**config.mk**
```make
export PLATFORM = sky130hd
export DESIGN_NAME = itlb_walker_flat
export DESIGN_NICKNAME = d
export VERILOG_FILES = /design/src/rtl/itlb_walker_if.sv /design/src/rtl/itlb_walker.sv /design/src/flat_wrapper.sv
export SDC_FILE = /design/constraint.sdc
export NUM_CORES = 1
export LEC_CHECK = 0
export CAP_MARGIN = 10
export CORE_ASPECT_RATIO = 1.2
export CORE_MARGIN = 4
export CORE_UTILIZATION = 42
export DETAILED_ROUTE_END_ITERATION = 10
export PLACE_DENSITY_LB_ADDON = 0.12
export RECOVER_POWER = 100
export SLEW_MARGIN = 20
export SYNTH_ARGS = -nofsm -noshare
export SYNTH_HDL_FRONTEND = slang
export SYNTH_SLANG_ARGS = --single-unit
```
**constraint.sdc**
```tcl
create_clock -name clk -period 3.4 [get_ports clk]
set_clock_uncertainty 0.15 [all_clocks]
set_input_delay 0.51 -clock clk [delete_from_list [all_inputs] [get_ports clk]]
set_output_delay 0.51 -clock clk [all_outputs]
set_load 0.01 [all_outputs]
```
**src/rtl/itlb_walker_if.sv**
```systemverilog
// itlb_walker_if: iTLB-miss, memory-port, fill and fault signals of the walker.
// master = walker side, slave = iTLB / arbiter / exception-logic side.
interface itlb_walker_if #(
    parameter int unsigned VA_WIDTH  = 20,
    parameter int unsigned PA_WIDTH  = 20,
    parameter int unsigned PTE_WIDTH = 32
);
    logic                 tlb_miss;
    logic [VA_WIDTH-1:0]  miss_vaddr;
    logic [PA_WIDTH-1:0]  ptbr;
    logic                 mem_req;
    logic [PA_WIDTH-1:0]  mem_addr;
    logic                 mem_ack;
    logic [PTE_WIDTH-1:0] mem_rdata;
    logic                 tlb_write;
    logic [PA_WIDTH-1:0]  physical_page_num_mem;
    logic                 stall;
    logic                 page_fault;
    logic [VA_WIDTH-1:0]  fault_vaddr;
    logic                 fault_clr;

    modport master (
        input  tlb_miss, miss_vaddr, ptbr, mem_ack, mem_rdata, fault_clr,
        output mem_req, mem_addr, tlb_write, physical_page_num_mem,
               stall, page_fault, fault_vaddr
    );

    modport slave (
        output tlb_miss, miss_vaddr, ptbr, mem_ack, mem_rdata, fault_clr,
        input  mem_req, mem_addr, tlb_write, physical_page_num_mem,
               stall, page_fault, fault_vaddr
    );
endinterface

```
**src/rtl/itlb_walker.sv**
```systemverilog
// itlb_walker: hardware page-table walker servicing iTLB misses.
// Reads one PTE per miss over a req/ack port, fills the iTLB on a valid PTE,
// raises a page fault on an invalid one.
// Optional macro ITLB_WALK_TIMEOUT_EN: faults a walk whose REQ phase lasts
// TIMEOUT_CYCLES without mem_ack.
module itlb_walker #(
    parameter int unsigned VA_WIDTH       = 20,
    parameter int unsigned PA_WIDTH       = 20,
    parameter int unsigned OFFSET_BITS    = 12,
    parameter int unsigned PTE_WIDTH      = 32,
    parameter int unsigned TIMEOUT_CYCLES = 255
) (
    input  logic          clk,
    input  logic          reset,
    itlb_walker_if.master bus
);
    localparam int unsigned VPN_W = VA_WIDTH - OFFSET_BITS;
    localparam int unsigned PPN_W = PA_WIDTH - OFFSET_BITS;

    typedef enum logic [2:0] {
        S_IDLE,
        S_REQ,
        S_FILL,
        S_DONE,
        S_FAULT
    } state_t;

    state_t              r_state;
    logic [VPN_W-1:0]    r_vpn;
    logic                r_mem_req;
    logic [PA_WIDTH-1:0] r_mem_addr;
    logic                r_tlb_write;
    logic [PA_WIDTH-1:0] r_ppn;
    logic                r_page_fault;
    logic [VA_WIDTH-1:0] r_fault_vaddr;

    logic [VPN_W-1:0]    w_miss_vpn;
    logic [PA_WIDTH-1:0] w_pte_addr;
    logic                w_pte_valid;
    logic [PA_WIDTH-1:0] w_pte_ppn;
    logic [VA_WIDTH-1:0] w_fault_va;
    logic                w_unused_rdata;

    assign w_miss_vpn     = bus.miss_vaddr[VA_WIDTH-1:OFFSET_BITS];
    // PTE address wraps silently at PA_WIDTH.
    assign w_pte_addr     = bus.ptbr + PA_WIDTH'({w_miss_vpn, 2'b00});
    assign w_pte_valid    = bus.mem_rdata[PTE_WIDTH-1];
    assign w_pte_ppn      = PA_WIDTH'(bus.mem_rdata[PPN_W-1:0]);
    assign w_fault_va     = {r_vpn, {OFFSET_BITS{1'b0}}};
    assign w_unused_rdata = ^bus.mem_rdata[PTE_WIDTH-2:PPN_W];

`ifdef ITLB_WALK_TIMEOUT_EN
    logic [7:0] r_tmo_cnt;
    logic [8:0] w_tmo_next;
    logic       w_tmo_hit;

    assign w_tmo_next = {1'b0, r_tmo_cnt} + 9'd1;
    assign w_tmo_hit  = (32'(w_tmo_next) >= TIMEOUT_CYCLES);

    // Count unacknowledged REQ cycles; saturates, clears whenever not waiting in REQ.
    always_ff @(posedge clk or negedge reset) begin
        if (!reset) begin
            r_tmo_cnt <= '0;
        end else if (r_state == S_REQ && !bus.mem_ack && !w_tmo_hit) begin
            r_tmo_cnt <= (r_tmo_cnt == 8'hFF) ? r_tmo_cnt : w_tmo_next[7:0];
        end else begin
            r_tmo_cnt <= '0;
        end
    end
`else
    localparam int unsigned unused_timeout_cycles = TIMEOUT_CYCLES;
`endif

    // Walk FSM with registered memory, fill and fault outputs.
    always_ff @(posedge clk or negedge reset) begin
        if (!reset) begin
            r_state       <= S_IDLE;
            r_vpn         <= '0;
            r_mem_req     <= 1'b0;
            r_mem_addr    <= '0;
            r_tlb_write   <= 1'b0;
            r_ppn         <= '0;
            r_page_fault  <= 1'b0;
            r_fault_vaddr <= '0;
        end else begin
            r_tlb_write <= 1'b0;
            case (r_state)
                S_IDLE: begin
                    if (bus.tlb_miss) begin
                        r_vpn      <= w_miss_vpn;
                        r_mem_addr <= w_pte_addr;
                        r_mem_req  <= 1'b1;
                        r_state    <= S_REQ;
                    end
                end
                S_REQ: begin
                    if (bus.mem_ack) begin
                        r_mem_req <= 1'b0;
                        if (w_pte_valid) begin
                            r_ppn       <= w_pte_ppn;
                            r_tlb_write <= 1'b1;
                            r_state     <= S_FILL;
                        end else begin
                            r_fault_vaddr <= w_fault_va;
                            r_page_fault  <= 1'b1;
                            r_state       <= S_FAULT;
                        end
                    end
`ifdef ITLB_WALK_TIMEOUT_EN
                    else if (w_tmo_hit) begin
                        r_mem_req     <= 1'b0;
                        r_fault_vaddr <= w_fault_va;
                        r_page_fault  <= 1'b1;
                        r_state       <= S_FAULT;
                    end
`endif
                end
                S_FILL: begin
                    r_state <= S_DONE;
                end
                S_DONE: begin
                    r_state <= S_IDLE;
                end
                S_FAULT: begin
                    if (bus.fault_clr) begin
                        r_page_fault <= 1'b0;
                        r_state      <= S_IDLE;
                    end
                end
                default: begin
                    r_state <= S_IDLE;
                end
            endcase
        end
    end

    // Stall is combinational on the miss so fetch freezes in the miss cycle itself.
    assign bus.stall = (r_state == S_REQ) || (r_state == S_FILL) || (r_state == S_FAULT) ||
                       ((r_state == S_IDLE) && bus.tlb_miss);

    assign bus.mem_req               = r_mem_req;
    assign bus.mem_addr              = r_mem_addr;
    assign bus.tlb_write             = r_tlb_write;
    assign bus.physical_page_num_mem = r_ppn;
    assign bus.page_fault            = r_page_fault;
    assign bus.fault_vaddr           = r_fault_vaddr;
endmodule

```
**src/flat_wrapper.sv**
```systemverilog
// flat-port wrapper written by rule: the top's interface ports become plain ports
module itlb_walker_flat 
#(
    parameter int unsigned VA_WIDTH       = 20,
    parameter int unsigned PA_WIDTH       = 20,
    parameter int unsigned OFFSET_BITS    = 12,
    parameter int unsigned PTE_WIDTH      = 32,
    parameter int unsigned TIMEOUT_CYCLES = 255
)
  (clk, reset, bus_tlb_miss, bus_miss_vaddr, bus_ptbr, bus_mem_ack, bus_mem_rdata, bus_fault_clr, bus_mem_req, bus_mem_addr, bus_tlb_write, bus_physical_page_num_mem, bus_stall, bus_page_fault, bus_fault_vaddr);
  itlb_walker_if #(.VA_WIDTH(VA_WIDTH), .PA_WIDTH(PA_WIDTH), .PTE_WIDTH(PTE_WIDTH)) bus_i ();
  input  logic clk;
  input  logic reset;
  input wire logic [$bits(bus_i.tlb_miss)-1:0] bus_tlb_miss;
  input wire logic [$bits(bus_i.miss_vaddr)-1:0] bus_miss_vaddr;
  input wire logic [$bits(bus_i.ptbr)-1:0] bus_ptbr;
  input wire logic [$bits(bus_i.mem_ack)-1:0] bus_mem_ack;
  input wire logic [$bits(bus_i.mem_rdata)-1:0] bus_mem_rdata;
  input wire logic [$bits(bus_i.fault_clr)-1:0] bus_fault_clr;
  output wire logic [$bits(bus_i.mem_req)-1:0] bus_mem_req;
  output wire logic [$bits(bus_i.mem_addr)-1:0] bus_mem_addr;
  output wire logic [$bits(bus_i.tlb_write)-1:0] bus_tlb_write;
  output wire logic [$bits(bus_i.physical_page_num_mem)-1:0] bus_physical_page_num_mem;
  output wire logic [$bits(bus_i.stall)-1:0] bus_stall;
  output wire logic [$bits(bus_i.page_fault)-1:0] bus_page_fault;
  output wire logic [$bits(bus_i.fault_vaddr)-1:0] bus_fault_vaddr;
  assign bus_i.tlb_miss = bus_tlb_miss;
  assign bus_i.miss_vaddr = bus_miss_vaddr;
  assign bus_i.ptbr = bus_ptbr;
  assign bus_i.mem_ack = bus_mem_ack;
  assign bus_i.mem_rdata = bus_mem_rdata;
  assign bus_i.fault_clr = bus_fault_clr;
  assign bus_mem_req = bus_i.mem_req;
  assign bus_mem_addr = bus_i.mem_addr;
  assign bus_tlb_write = bus_i.tlb_write;
  assign bus_physical_page_num_mem = bus_i.physical_page_num_mem;
  assign bus_stall = bus_i.stall;
  assign bus_page_fault = bus_i.page_fault;
  assign bus_fault_vaddr = bus_i.fault_vaddr;
  itlb_walker #(.VA_WIDTH(VA_WIDTH), .PA_WIDTH(PA_WIDTH), .OFFSET_BITS(OFFSET_BITS), .PTE_WIDTH(PTE_WIDTH), .TIMEOUT_CYCLES(TIMEOUT_CYCLES)) u_core (.clk(clk), .reset(reset), .bus(bus_i));
endmodule
```
==> parameters.txt <==
Parameter                              Value

Critical path
  Critical path, cell by cell    dlygate4sd3_1 > ha_1 > a21oi_1 > nor2_4 > o2111ai_1 > a21boi_0 > xnor2_1 > o21ai_1
  R2R Setup Slk    approximately 1.2 ns
  Buffers & Inverters on Critical Path    1
  Kind of end point of the critical path    register
  Worst path top cell family by delay    compound AO/OA/AOI/OAI gates
  Biggest cell delay along the critical path    0.57 ns
  Critical Path Slowest Stage Cell    sky130_fd_sc_hd__dlygate4sd3_1
  CP startpoint kind    primary input
  Required time of the critical path    about 3.4 ns
  Reg2reg end    u_core.bus.fault_vaddr[16]
  Launching element of the worst setup path    bus_miss_vaddr[12]
  Maximum fanout encountered on the critical timing path    5
  Depth of the most critical reg-to-reg path    4
  Classification of the worst setup path    in -> reg
  R2R Path Start    u_core.r_state[2]
  Data arrival time of the critical path    approximately 2.7 ns

STA
  Number of pins with negative max-slew slack in the final report    34
  Number of endpoints failing setup at the final stage    0
  Clock period minus worst slack    between 2 and 3 ns
  F_max    about 0.37 GHz
  Slew at the pin with the worst max-slew slack    approximately 1.8 ns
  Relative max-transition margin    -0.169
  Total Negative Setup Slacks    0 ns
  Unrepaired setup endpoints after global routing    false
  Final hold violations    0
  Share of the cycle needed by the critical path after routing    0.786

Detailed routing
  Total Routed Length    about 5300 microns
  Number of violations reported at the end of detailed-routing iteration 0    26
  Per-cell via count in the routed design    around 4.5
  Pre-Repair DR Iteration Count    4
  Routed length per instance    between 10 and 15 microns
  Total vias in the final route    1,919
  DRC errors left    0
  ANT nets after route    0

Status
  Violations in the final reports    max-capacitance violations, max-slew violations
  Outcome    finished with violations

Floorplan
  Standard-cell row count    31
  Chip height    roughly 95 microns
  Starting density of the core    0.436
  Core area    6050 sq um
  Die Span X    about 80 microns
  DIE AREA    7610 sq um
  # IOs    141

Worst hold path
  Hold Path Depth    2
  Worst Hold Launch    u_core.bus.physical_page_num_mem[6]
  Hold crit path type    reg -> reg
  Hold-critical path endpoint    u_core.bus.physical_page_num_mem[6]

Synthesis
  Share of the yosys chip area belonging to registers    0.475
  Mapped Cells    between 200 and 300
  Number of distinct library cells after synthesis    slightly above 40
  Seq cells post-synth    50
  Fraction of synthesized cell area taken by the top area cell type    0.475
  Async set-or-reset flop fraction in the synthesized netlist    1.00
  Area leader, netlist    sky130_fd_sc_hd__dfrtp_1
  Number of enable flip-flop cells after synthesis    0
  Top cells by area, synth    sky130_fd_sc_hd__dfrtp_1 (47%), sky130_fd_sc_hd__mux2_2 (7.7%), sky130_fd_sc_hd__nand2_1 (7.7%), sky130_fd_sc_hd__buf_4 (7.1%), sky130_fd_sc_hd__ha_1 (3.8%)
  Synth warn    0
  Mean instance size in the synthesized netlist    between 10 and 15 sq um
  Synth Flop Type    sky130_fd_sc_hd__dfrtp_1
  Netlist Area Pre-Place    2640 sq um

Clock network
  Clk root buf    sky130_fd_sc_hd__clkbuf_8
  CTS tree    built
  Hold_buf cts    0
  CTS Buffer Depth    2
  Clock-pin slew on the worst setup and hold paths    about 0.090 ns
  Clk_lat worst skew    roughly 0.30 ns
  Setup Fix Bufs, Post-CTS    0
  Clock tree sinks    50
  Max H-tree Level    2
  CTS buffer count    5
  # resized after CTS    0

Global route
  Global-route wire length before repair    roughly 8900 microns
  Initial antenna violation count    0
  Largest net degree at the start of global routing    between 40 and 50
  Vias in the first global route    1,962
  Global route total overflow    0
  Total GRT Usage    0.150

Finish
  Ratio of cells with drive above 1 in the final layout    0.112
  Final instance area    ~3500 sq um
  P&R area growth vs syn    32.3%
  Footprint of the multi-input gates    ~1200 sq um
  Antenna diode count    0
  Final Net Count    425
  Fill cell count    slightly below 600
  Register area    roughly 1300 sq um

Placed design
  Count of input and output buffers    81
  Routability Congestion    around 0.72
  Placed Instance Area    ~3400 sq um
  Post-detailed-placement half-perimeter wirelength    between 4000 and 5000 microns

Pwr
  Leakage dissipation    roughly 1.6 nW
  Worst vdd rail ir drop    between 0.3 and 0.4 mV
  Total power per unit cell area    between 700 and 800 nW/um^2

Run
  Number of max-cap violations    1
[registers in the layout (all words and copies together) (netlist names)]
signal	count
u_core.bus.mem_addr	20
u_core.bus.fault_vaddr	8
u_core.bus.physical_page_num_mem	8
u_core.r_vpn	8
u_core.r_state	3
u_core.bus.mem_req	1
u_core.bus.page_fault	1
u_core.bus.tlb_write	1
[worst max-delay path by stage]
stage                                     endpoint  slack, ns  cells past startpoint
2_1_floorplan              u_core.bus.mem_addr[16]       1.31                      9
3_3_place_gp               u_core.bus.mem_addr[16]       0.61                     10
3_5_place_dp               u_core.bus.mem_addr[12]       0.61                     10
4_1_cts                                  bus_stall       0.90                      3
5_1_grt        u_core.bus.physical_page_num_mem[5]       0.48                      2
6_report                   u_core.bus.mem_addr[11]       0.73                      8
[Yosys cell counts, types with 2 or more instances]
cell type	count
sky130_fd_sc_hd__a21oi_1	5
sky130_fd_sc_hd__a21oi_2	5
sky130_fd_sc_hd__and3_1	2
sky130_fd_sc_hd__buf_2	2
sky130_fd_sc_hd__buf_4	25
sky130_fd_sc_hd__clkbuf_1	2
sky130_fd_sc_hd__dfrtp_1	50
sky130_fd_sc_hd__ha_1	8
sky130_fd_sc_hd__inv_1	3
sky130_fd_sc_hd__mux2_2	18
sky130_fd_sc_hd__nand2_1	54
sky130_fd_sc_hd__nand2b_1	3
sky130_fd_sc_hd__nand3_1	5
sky130_fd_sc_hd__nand3_2	2
sky130_fd_sc_hd__nor2_1	9
sky130_fd_sc_hd__nor2_2	2
sky130_fd_sc_hd__nor2_4	3
sky130_fd_sc_hd__o21ai_0	15
sky130_fd_sc_hd__o21ai_1	7
sky130_fd_sc_hd__xnor2_1	7
sky130_fd_sc_hd__xor2_1	9
[power by group]
part	internal [W]	switching, W
Clock	0.000217	0.000187
Combinational	0.000570	0.000496
Sequential	0.000877	0.000151
Total	0.00166	0.000834
[layout by cell type, fill, tap and decap left out, types with 2 or more instances in the layout]
| master | count |
|---|---|
| sky130_fd_sc_hd__a21oi_1 | 6 |
| sky130_fd_sc_hd__nand2b_1 | 3 |
| sky130_fd_sc_hd__inv_1 | 3 |
| sky130_fd_sc_hd__ha_1 | 8 |
| sky130_fd_sc_hd__nor2_1 | 10 |
| sky130_fd_sc_hd__nor2b_1 | 2 |
| sky130_fd_sc_hd__nor2_4 | 2 |
| sky130_fd_sc_hd__a21oi_2 | 4 |
| sky130_fd_sc_hd__clkbuf_1 | 2 |
| sky130_fd_sc_hd__o21ai_0 | 19 |
| sky130_fd_sc_hd__nand4_1 | 2 |
| sky130_fd_sc_hd__xnor2_1 | 7 |
| sky130_fd_sc_hd__dfrtp_1 | 50 |
| sky130_fd_sc_hd__clkdlybuf4s50_1 | 37 |
| sky130_fd_sc_hd__o21ai_1 | 3 |
| sky130_fd_sc_hd__conb_1 | 24 |
| sky130_fd_sc_hd__and3_1 | 2 |
| sky130_fd_sc_hd__clkbuf_8 | 5 |
| sky130_fd_sc_hd__nand3_1 | 6 |
| sky130_fd_sc_hd__xor2_1 | 9 |
| sky130_fd_sc_hd__nor2_2 | 2 |
| sky130_fd_sc_hd__mux2_2 | 18 |
| sky130_fd_sc_hd__o2111ai_1 | 2 |
| sky130_fd_sc_hd__clkinv_2 | 2 |
| sky130_fd_sc_hd__nand2_1 | 54 |
| sky130_fd_sc_hd__dlygate4sd3_1 | 43 |
[cell type report]
class / instances / share of cell area
Inverter: 4 / 0.00431
Clock buffer: 5 / 0.0197
Multi-Input combinational cell: 195 / 0.342
Timing Repair Buffer: 83 / 0.234
Clock inverter: 3 / 0.0115
Sequential cell: 50 / 0.359
Tap cell: 82 / 0.0294
[routing by layer]
metal,global-route usage,part of all wire,vias to the layer above
met4,0.0648,0.022,0
met3,0.0305,0.060,9
met2,0.269,0.50,60
met1,0.171,0.42,874
li1,-,-,976
met5,0,0,-
[cell families (layout without fill, tap and decap cells)]
| family | count (synthesis) | after routing | synth area share |
|---|---|---|---|
| adders and majority gates | 10 | 10 | 0.0494 |
| DFF | 50 | 50 | 0.475 |
| AOI/OAI and AO/OA | 37 | 37 | 0.0902 |
| muxes | 18 | 18 | 0.0769 |
| xor gates and xnor gates | 16 | 16 | 0.0532 |
| and+or+nand+nor | 90 | 90 | 0.167 |
| other | 1 | 24 | 0.00142 |
| buffers and inverters | 34 | 95 | 0.0878 |
[tightest hold or removal path: cells and delay by family (launching register included)]
kind          cells  cell delay, ns
simple gates      2            0.10
flops             1            0.34
[stage by stage]
step / instances / power [W] / worst slack (ns) / util / hold slack [ns]
CTS: 422 / 0.00266 / 0.897 / 0.585 / 0.141
finish: 422 / 0.00250 / 0.727 / 0.576 / 0.323
global placement: 414 / 0.00221 / 0.610 / 0.567 / 0.308
detailed placement: 414 / 0.00225 / 0.609 / 0.567 / 0.315
floorplan: 279 / 0.00165 / 1.31 / - / 0.0644
global route: 422 / 0.00271 / 0.480 / 0.576 / 0.358
Note: power is estimated with default switching activity, not from simulation.
